==> src/rtl/spi_req_scheduler.sv <==
// spi_req_scheduler
//   Shares a single spi_top master among NUM_REQ requesters with round-robin
//   arbitration. A granted request is issued to spi_top until the done pulses
//   required by its mode arrive, or until the issue timeout expires. The result
//   is returned to the requester as a one-cycle response. An idle gap of at
//   least GAP_CYCLES cycles is then enforced before the next grant.
//
// Ports
//   clk, rst            system clock, synchronous active-high reset
//   rq_valid            per-requester request pending
//   rq_mode             per-requester mode, 2 bits each: 01 tx, 10 rx, 11 duplex, 00 illegal
//   rq_data             per-requester tx word, DATA_W bits each
//   rq_ready            one-hot accept pulse, combinational in IDLE
//   rsp_valid           one-hot completion pulse
//   rsp_data, rsp_err   response word and error flag, valid with rsp_valid
//   busy                high whenever the scheduler is not in IDLE
//   spi_req, spi_din    request mode and tx word towards spi_top
//   spi_wait_duration   constant WAIT_DURATION towards spi_top
//   spi_idle            spi_top master and slave FSMs are idle
//   spi_done_tx/rx      spi_top completion pulses
//   spi_dout            spi_top received word
module spi_req_scheduler #(
    parameter int NUM_REQ       = 4,
    parameter int DATA_W        = 8,
    parameter int GAP_CYCLES    = 4,
    parameter int TIMEOUT       = 4096,
    parameter int WAIT_DURATION = 10
) (
    input  logic                        clk,
    input  logic                        rst,
    input  logic [NUM_REQ-1:0]          rq_valid,
    input  logic [2*NUM_REQ-1:0]        rq_mode,
    input  logic [DATA_W*NUM_REQ-1:0]   rq_data,
    output logic [NUM_REQ-1:0]          rq_ready,
    output logic [NUM_REQ-1:0]          rsp_valid,
    output logic [DATA_W-1:0]           rsp_data,
    output logic                        rsp_err,
    output logic                        busy,
    output logic [1:0]                  spi_req,
    output logic [DATA_W-1:0]           spi_din,
    output logic [7:0]                  spi_wait_duration,
    input  logic                        spi_idle,
    input  logic                        spi_done_tx,
    input  logic                        spi_done_rx,
    input  logic [DATA_W-1:0]           spi_dout
);

    localparam int IDX_W   = $clog2(NUM_REQ);
    localparam int CNT_MAX = (TIMEOUT > GAP_CYCLES) ? TIMEOUT : GAP_CYCLES;
    localparam int CNT_W   = $clog2(CNT_MAX + 1);

    localparam logic [1:0] ST_IDLE  = 2'd0;
    localparam logic [1:0] ST_ISSUE = 2'd1;
    localparam logic [1:0] ST_GAP   = 2'd2;

    logic [1:0]        state;
    logic [IDX_W-1:0]  rr_ptr;
    logic [IDX_W-1:0]  cur_idx;
    logic [1:0]        cur_mode;
    logic [DATA_W-1:0] cur_data;
    logic [DATA_W-1:0] rx_word;
    logic              tx_seen;
    logic              rx_seen;
    logic [CNT_W-1:0]  cnt;

    logic              found;
    logic [IDX_W-1:0]  winner;
    logic [IDX_W-1:0]  cand;
    logic [1:0]        win_mode;
    logic [DATA_W-1:0] win_data;
    logic              grant;
    logic              tx_now;
    logic              rx_now;
    logic              complete;

    // Round-robin search: the requester just after the last winner has the
    // highest priority, wrapping around the requester list.
    always_comb begin
        found  = 1'b0;
        winner = '0;
        cand   = '0;
        for (int i = 1; i <= NUM_REQ; i++) begin
            cand = IDX_W'((32'(rr_ptr) + 32'(i)) % NUM_REQ);
            if (!found && rq_valid[cand]) begin
                found  = 1'b1;
                winner = cand;
            end
        end
    end

    always_comb begin
        win_mode = '0;
        win_data = '0;
        for (int i = 0; i < NUM_REQ; i++) begin
            if (winner == IDX_W'(i)) begin
                win_mode = rq_mode[2*i +: 2];
                win_data = rq_data[DATA_W*i +: DATA_W];
            end
        end
    end

    // Grant is suppressed during reset so that every output reads zero.
    assign grant    = (state == ST_IDLE) && found && spi_idle && !rst;
    assign rq_ready = grant ? (NUM_REQ'(1) << winner) : '0;

    // Completion includes done pulses arriving in the evaluation cycle itself.
    always_comb begin
        tx_now = tx_seen | spi_done_tx;
        rx_now = rx_seen | spi_done_rx;
        case (cur_mode)
            2'b01:   complete = tx_now;
            2'b10:   complete = rx_now;
            2'b11:   complete = tx_now & rx_now;
            default: complete = 1'b0;
        endcase
    end

    assign busy              = (state != ST_IDLE);
    assign spi_req           = (state == ST_ISSUE) ? cur_mode : 2'b00;
    assign spi_din           = (state == ST_ISSUE) ? cur_data : '0;
    assign spi_wait_duration = 8'(WAIT_DURATION);

    // cnt counts issue cycles in ISSUE and gap cycles in GAP; it restarts at 0
    // on every state change. Response outputs are single-cycle pulses.
    always_ff @(posedge clk) begin
        if (rst) begin
            state     <= ST_IDLE;
            rr_ptr    <= IDX_W'(NUM_REQ - 1);
            cur_idx   <= '0;
            cur_mode  <= 2'b00;
            cur_data  <= '0;
            rx_word   <= '0;
            tx_seen   <= 1'b0;
            rx_seen   <= 1'b0;
            cnt       <= '0;
            rsp_valid <= '0;
            rsp_data  <= '0;
            rsp_err   <= 1'b0;
        end else begin
            rsp_valid <= '0;
            rsp_data  <= '0;
            rsp_err   <= 1'b0;
            case (state)
                ST_IDLE: begin
                    if (grant) begin
                        cur_mode <= win_mode;
                        cur_data <= win_data;
                        cur_idx  <= winner;
                        rr_ptr   <= winner;
                        tx_seen  <= 1'b0;
                        rx_seen  <= 1'b0;
                        cnt      <= '0;
                        if (win_mode == 2'b00) begin
                            rsp_valid <= NUM_REQ'(1) << winner;
                            rsp_err   <= 1'b1;
                            state     <= ST_GAP;
                        end else begin
                            state     <= ST_ISSUE;
                        end
                    end
                end
                ST_ISSUE: begin
                    if (spi_done_tx) begin
                        tx_seen <= 1'b1;
                    end
                    if (spi_done_rx) begin
                        rx_seen <= 1'b1;
                        rx_word <= spi_dout;
                    end
                    if (complete) begin
                        rsp_valid <= NUM_REQ'(1) << cur_idx;
                        if (cur_mode != 2'b01) begin
                            rsp_data <= spi_done_rx ? spi_dout : rx_word;
                        end
                        cnt   <= '0;
                        state <= ST_GAP;
                    end else if (cnt == CNT_W'(TIMEOUT - 1)) begin
                        rsp_valid <= NUM_REQ'(1) << cur_idx;
                        rsp_err   <= 1'b1;
                        cnt       <= '0;
                        state     <= ST_GAP;
                    end else begin
                        cnt <= cnt + 1'b1;
                    end
                end
                ST_GAP: begin
                    // The counter saturates once the minimum gap is met and
                    // the FSM then waits for spi_top to report idle.
                    if (cnt >= CNT_W'(GAP_CYCLES - 1)) begin
                        if (spi_idle) begin
                            cnt   <= '0;
                            state <= ST_IDLE;
                        end
                    end else begin
                        cnt <= cnt + 1'b1;
                    end
                end
                default: begin
                    state <= ST_IDLE;
                end
            endcase
        end
    end

endmodule

==> config.mk <==
export PLATFORM = sky130hd
export DESIGN_NAME = spi_req_scheduler
export DESIGN_NICKNAME = d
export VERILOG_FILES = /design/src/rtl/spi_req_scheduler.sv
export SDC_FILE = /design/constraint.sdc
export NUM_CORES = 1
export LEC_CHECK = 0
export ABC_AREA = 1
export BUFFER_PORTS_ARGS = -buffer_cell sky130_fd_sc_hd__buf_4
export CAP_MARGIN = 20
export CORE_AREA = 10 10 110 92
export DETAILED_ROUTE_END_ITERATION = 16
export DIE_AREA = 0 0 120 102
export HOLD_SLACK_MARGIN = 0.03
export PLACE_DENSITY_LB_ADDON = 0.3
export SLEW_MARGIN = 15
export SYNTH_ARGS = -nofsm -noshare
export SYNTH_HDL_FRONTEND = slang
export SYNTH_SLANG_ARGS = --single-unit
==> constraint.sdc <==
create_clock -name clk -period 5 [get_ports clk]
set_clock_uncertainty 0.2 [all_clocks]
set_input_delay 1.25 -clock clk [delete_from_list [all_inputs] [get_ports clk]]
set_output_delay 1.25 -clock clk [all_outputs]
set_load 0.005 [all_outputs]
==> run_results.csv, run 1 <==
group,metric,value,unit
layout,n_fill_cell,788,
grt,grtUsageMet1,17.1,%
sta,whs,0.262,ns
synthesis,synth-xor-area-share,0.566,%
placed_design,hpwl,6780,um
floorplan,dieArea,12200,um^2
placed_design,numPortBuffers,84,
clock_network,cts_tree,"done",
synthesis,ys_types,45,
synthesis,synth-main-ff-cell,"dfxtp_1",
floorplan,dieWidth,120,um
synthesis,synth.area.mux_share,2.59,%
layout,layout-drive-gt1-share,30.0,%
placed_design,gp_congestion,0.827,
worst_setup_path,cp-end-kind,"output pin",
worst_setup_path,path_max_fanout,14,
synthesis,synth_edf_count,0,
worst_setup_path,reg2reg_from,"rr_ptr[0]",
detailed_routing,viasPerCell,4.90,
detailed_routing,drtPass1Iterations,4,
synthesis,synth-seq-cells,52,
sta,hold_viol,0,
worst_hold_path,worstHoldEndpoint,"cur_data[2]",
grt,use_met2,23.0,%
synthesis,ys_seq_area_share,33.6,%
layout,antenna_cells,0,
worst_hold_path,hold-path-cell-count,2,
clock_network,cts_sinks,52,
synthesis,synth-simple-area-share,37.5,%
detailed_routing,final_antenna_net_count,0,
sta,drv_slew,0,
run,maxCapViolations,0,
worst_setup_path,startpoint_type,"input port",
detailed_routing,drc_errors,0,
sta,fin_setup_tns,0,ns
sta,period_needed,4.21,ns
grt,gr-total-overflow,0,
power_and_ir_drop,ir_drop,0.210,mV
worst_setup_path,worstSetupPathType,"in2out",
clock_network,ctsResizeCount,0,
clock_network,clock_latency,0.31,ns
grt,top_usage_layer,"met2",
floorplan,io_pins,93,
detailed_routing,via_count,3031,
grt,grt_use_met3,4.13,%
sta,tightest_slew,0.663,ns
synthesis,synth_top_family_by_area,"simple AND/OR/NAND/NOR gates",
clock_network,cts_max_path_buffers,2,
worst_hold_path,min_path_type,"reg2reg",
run_status,status,"finished clean",
clock_network,hold_buffers,0,
grt,grt_max_degree,20,
layout,nets,570,
worst_setup_path,arrival,2.76,ns
layout,fin_util,49.1,%
synthesis,synthCells,428,
synthesis,async_reset_ff_share,0,%
sta,post-route-period-util,84.2,%
grt,grt_pass1_vias,3008,
detailed_routing,drtIter0Drc,142,
grt,track_usage,13.8,%
synthesis,synth_compound_area_share,12.8,%
floorplan,die_h,102,um
synthesis,syn_avg_cell_area,7.24,um^2
worst_setup_path,r2r_cells,14,
detailed_routing,routed_wl,8550,um
worst_setup_path,rrSetupSlack,2.30,ns
floorplan,rows,29,
clock_network,path_clk_slew,0.09,ns
clock_network,cts_buffers,5,
layout,area_delta_synth_final,24.8,%
worst_setup_path,crit_required,3.55,ns
sta,rsz0062_at_grt,"false",
worst_hold_path,min_from,"cur_data[2]",
sta,setup_violations,0,
floorplan,start_util,39.3,%
grt,grt_pass1_wl,14300,um
worst_setup_path,r2r-end,"cnt[5]",
sta,fmax,0.238,GHz
synthesis,netlist_area,3100,um^2
synthesis,synth_adder_area_share,1.62,%
floorplan,core,7870,um^2
synthesis,yosysWarningCount,0,
sta,relSlewSlack,55.8,%
clock_network,postCtsSetupRepairBufs,0,
clock_network,cts-root-buf,"clkbuf_8",
power_and_ir_drop,power_leakage,1.81,nW
detailed_routing,wl_per_cell,13.8,um
grt,antenna_found_initial,0,
clock_network,cts_max_level,2,
power_and_ir_drop,powerDensity,531,nW/um^2
how the worst max path moves through the flow:
stage          slack [ns]        start  cells past startpoint           to
2_1_floorplan        1.23  rq_valid[3]                     11  rq_ready[2]
3_3_place_gp         0.89  rq_valid[3]                     14  rq_ready[1]
3_5_place_dp         0.81  rq_valid[3]                     14  rq_ready[1]
4_1_cts              0.80  rq_valid[3]                     14  rq_ready[1]
5_1_grt              0.63  rq_valid[1]                     14  rq_ready[1]
6_report             0.79  rq_valid[3]                     14  rq_ready[1]
synthesized netlist by cell type, types with 4 or more instances:
library cell / instances / area (um^2)
nand2_4: 10 / 113
nor2_1: 46 / 173
nand2_1: 84 / 315
inv_1: 45 / 169
o21ai_1: 6 / 30.0
nor2_4: 6 / 67.6
nand3_2: 7 / 70.1
mux2i_1: 8 / 80.1
buf_4: 8 / 60.1
nand2_2: 13 / 81.3
nor3_1: 4 / 20.0
o211ai_1: 4 / 30.0
a31oi_1: 4 / 25.0
ha_1: 4 / 50.1
nand4_1: 14 / 87.6
nand3_1: 21 / 105
o21ai_0: 22 / 110
inv_2: 9 / 33.8
a21oi_1: 23 / 115
dfxtp_1: 52 / 1040
metal layers:
metal	vias up	wire [um]	part of all wire [%]
met3	9	642	7.5
li1	1542	-	-
met4	0	88	1.0
met5	-	0	0
met2	91	3840	45
met1	1389	3980	46
flip-flops by register name, summed over array words and instances, names as in the netlist, 4 cells and up:
register and flops:
cur_data 8, rsp_valid 4, cnt 13, rx_word 8, rsp_data 8
final cells by class:
cell class	count	area, um^2	share of cell area, %
multi-input combinational	308	1730	44.9
sequential	52	1040	26.9
timing repair buffer	85	638	16.5
inverter	57	224	5.79
tap	108	135	3.50
clock buffer	6	82.6	2.14
clock inverter	2	10.0	0.259
power by group:
group          internal, W  total, W  leakage (nW)  switching [W]
sequential        0.000492  0.000551         0.422      0.0000588
clock             0.000111  0.000249        0.0510       0.000138
combinational     0.000401   0.00125          1.34       0.000853
total              0.00100   0.00205          1.81        0.00105
kinds of logic (layout without fill, tap and decap cells):
group | after synthesis | in the layout
simple gates | 218 | 218
buf+inv | 74 | 150
compound gates | 68 | 68
flops | 52 | 52
mux | 8 | 8
fa+ha+maj | 4 | 4
other cells | 2 | 8
xor+xnor | 2 | 2
metrics by stage:
step                      power, W  instance area (um^2)  std cells  worst slack (ns)
after floorplan            0.00154                  3120        434              1.23
after global placement     0.00178                  3770        610             0.885
after detailed placement   0.00181                  3770        610             0.813
after CTS                  0.00206                  3860        618             0.804
after global routing       0.00223                  3860        618             0.634
final                      0.00205                  3860        618             0.790
cell usage in the layout, fill, tap and decap left out, types with 2 or more instances in the layout:
master / synthesis / routed
buf_4: 8 / 85
nand2_1: 84 / 84
dfxtp_1: 52 / 52
nor2_1: 46 / 46
inv_1: 45 / 45
a21oi_1: 23 / 23
o21ai_0: 22 / 22
nand3_1: 21 / 21
nand4_1: 14 / 14
nand2_2: 13 / 13
nand2_4: 10 / 10
inv_2: 9 / 9
mux2i_1: 8 / 8
conb_1: 2 / 8
nand3_2: 7 / 7
nor2_4: 6 / 6
o21ai_1: 6 / 6
clkbuf_8: 0 / 6
nor3_1: 4 / 4
a31oi_1: 4 / 4
o211ai_1: 4 / 4
ha_1: 4 / 4
nor3_2: 3 / 3
nor2_2: 2 / 2
nor4_2: 2 / 2
nor4_1: 2 / 2
a22oi_1: 2 / 2
xor2_1: 2 / 2
clkinv_2: 0 / 2
worst max-delay path, cell delays in order:
cell	delay [ns]
buf_4	0.12
nand2_1	0.08
nand2_1	0.08
nand2_1	0.13
nand2_4	0.06
nor2_4	0.13
nand3_4	0.09
nand3_2	0.09
inv_2	0.07
nand2_4	0.16
inv_1	0.16
nand2_1	0.14
nor2_1	0.05
buf_4	0.14
(Power assumes the default switching activity.)
==> run 2: changes to the inputs <==
- ABC_AREA: 1 -> 0
- CORE_AREA: 10 10 110 92 -> 10 10 106 89
- DIE_AREA: 0 0 120 102 -> 0 0 116 99
- clock period: 5 -> 3.65 ns (I/O delays scaled with it)
==> run 2 against run 1 <==
- combinational power shrank 40%
- total power shrank 9.7%
- cell count shrank 18%
- flip-flop and latch count is the same
- die area shrank 6.2%
- via count shrank 14%
- largest power group unchanged
- non-clock buffer count grew 9
- final area shrank 5.9%
- clock power grew 61%
- critical path depth shrank 7
==> run_results.csv, run 2 <==
group,metric,value,unit
clock_network,hold_buffers,0,
worst_setup_path,reg2reg_from,"rr_ptr[1]",
synthesis,ys_top_cells_by_count,"dfxtp_1 (52), nand2_1 (34), nor2_1 (33)",
power_and_ir_drop,ir_drop,0.195,mV
sta,post-route-period-util,95.3,%
worst_setup_path,startpoint_type,"input port",
worst_setup_path,cpMaxStageDelayCell,"or4_1",
floorplan,rows,28,
sta,setup_violations,0,
layout,seq_area,1040,um^2
grt,grt_pass1_vias,2616,
clock_network,ctsResizeCount,0,
synthesis,async_reset_ff_share,0,%
placed_design,gp_congestion,0.767,
grt,grt_pass1_wl,12600,um
layout,layout-drive-gt1-share,29.2,%
power_and_ir_drop,powerDensity,510,nW/um^2
synthesis,ys_seq_area_share,36.7,%
floorplan,start_util,39.0,%
worst_setup_path,arrival,2.37,ns
worst_setup_path,critPathMaxStageDelay,0.62,ns
synthesis,yosys.area.top_type,"dfxtp_1",
detailed_routing,viasPerCell,5.11,
sta,fmax,0.288,GHz
worst_hold_path,worstHoldEndpoint,"rx_word[7]",
grt,antenna_found_initial,0,
detailed_routing,drtIter0Drc,132,
grt,track_usage,13.2,%
floorplan,dieArea,11500,um^2
worst_setup_path,cp-end-kind,"output pin",
worst_setup_path,rrSetupSlack,1.23,ns
worst_setup_path,crit_required,2.54,ns
synthesis,ys_types,51,
placed_design,numPortBuffers,84,
synthesis,synth-seq-cells,52,
sta,relSlewSlack,66.1,%
placed_design,dpl.cell_count,500,
clock_network,postCtsSetupRepairBufs,0,
power_and_ir_drop,power.total,0.00185,W
layout,most-common-layout-cells,"buf_4 (94), dfxtp_1 (52), nand2_1 (34), nor2_1 (33), mux2i_1 (21)",
detailed_routing,routed_wl,7600,um
worst_hold_path,min_from,"rx_word[7]",
clock_network,cts_sinks,52,
clock_network,path_clk_slew,0.10,ns
layout,multi_input_area,1610,um^2
synthesis,synth_area_leaders,"dfxtp_1 (37%), mux2i_1 (7.4%), nand2_1 (4.5%)",
layout,largest_register_ffs,13,
floorplan,die_h,99,um
synthesis,yosysWarningCount,0,
synthesis,synth_most_common_cell,"dfxtp_1",
detailed_routing,via_count,2598,
run,maxCapViolations,0,
synthesis,synth_edf_count,0,
worst_setup_path,r2r-end,"cur_data[2]",
synthesis,synth-main-ff-cell,"dfxtp_1",
floorplan,core,7290,um^2
clock_network,cts-root-buf,"clkbuf_8",
worst_setup_path,worstSetupPathType,"in2out",
clock_network,cts_max_level,2,
grt,gr-total-overflow,0,
layout,n_fill_cell,700,
layout,antenna_cells,0,
worst_setup_path,cp_cell_sequence,"buf_4 > or4_1 > nand3_1 > nor2_1 > nand2_1 > nor2_1 > buf_4",
layout,fin_util,49.9,%
run_status,status,"finished clean",
detailed_routing,final_antenna_net_count,0,
placed_design,hpwl,5940,um
floorplan,dieWidth,116,um
layout,top_register,"cnt",
sta,whs,0.259,ns
layout,nets,478,
layout,instances_no_fill,508,
worst_setup_path,r2r_cells,6,
grt,grt_max_degree,20,
worst_setup_path,path_max_fanout,6,
worst_hold_path,min_path_type,"reg2reg",
sta,rsz0062_at_grt,"false",
clock_network,clock_latency,0.31,ns
detailed_routing,drtPass1Iterations,6,
sta,period_needed,3.48,ns
worst_hold_path,hold-path-cell-count,2,
synthesis,netlist_area,2840,um^2
sta,drv_slew,0,
sta,fin_setup_tns,0,ns
synthesis,syn_avg_cell_area,8.47,um^2
sta,hold_viol,0,
synthesis,yosysTopAreaCellShare,36.7,%
power_and_ir_drop,power_leakage,1.60,nW
layout,area_delta_synth_final,28.1,%
clock_network,cts_tree,"done",
synthesis,synthCells,335,
detailed_routing,drc_errors,0,
clock_network,cts_buffers,5,
floorplan,io_pins,93,
layout,layout_commonest_cell,"buf_4",
detailed_routing,wl_per_cell,15.0,um
clock_network,cts_max_path_buffers,2,
sta,tightest_slew,0.504,ns
## run 2: metrics by stage
stage / cell area [um^2] / setup WS [ns]
floorplan: 2860 / 0.542
global placement: 3520 / 0.244
detailed placement: 3520 / 0.215
CTS: 3640 / 0.205
global route: 3640 / 0.141
finish: 3640 / 0.172
## run 2: cells by family after synthesis
family,count (synthesis),synth area share (%)
xor+xnor,12,3.70
compound gates,62,17.1
simple gates,140,24.5
flops,52,36.7
other cells,2,0.265
buf+inv,39,7.32
fa+ha+maj,4,1.76
mux,24,8.59
## run 2: area by class of cell
class	instances	area share, %
clock inverter	3	1.17
clock buffer	5	1.89
inverter	14	1.45
sequential	52	28.6
multi-input combinational	250	44.4
tap	90	3.10
timing repair buffer	94	19.4
## run 2: worst max-delay path by stage
stage	end	slack, ns	from	cells past startpoint
finish	rq_ready[0]	0.17	rq_valid[1]	7
global route	rq_ready[0]	0.14	rq_valid[1]	7
CTS	rq_ready[2]	0.21	rq_valid[1]	7
detailed placement	rq_ready[2]	0.22	rq_valid[1]	7
global placement	rq_ready[2]	0.24	rq_valid[1]	7
floorplan	rq_ready[0]	0.54	rq_valid[1]	5
## run 2: power by group
group          switching (W)  internal (W)
Clock               0.000197      0.000203
Sequential         0.0000538      0.000645
Combinational       0.000425      0.000330
## run 2: layer usage
metal	GRT usage (%)	wire, um
met5	0	0
met4	5.48	145
met3	3.39	441
met2	20.1	3340
met1	17.4	3680
## run 2: critical path, delay by kind of cell
family	cells	cell delay [ns]
buffers and inverters	2	0.28
and+or+nand+nor	5	1.17
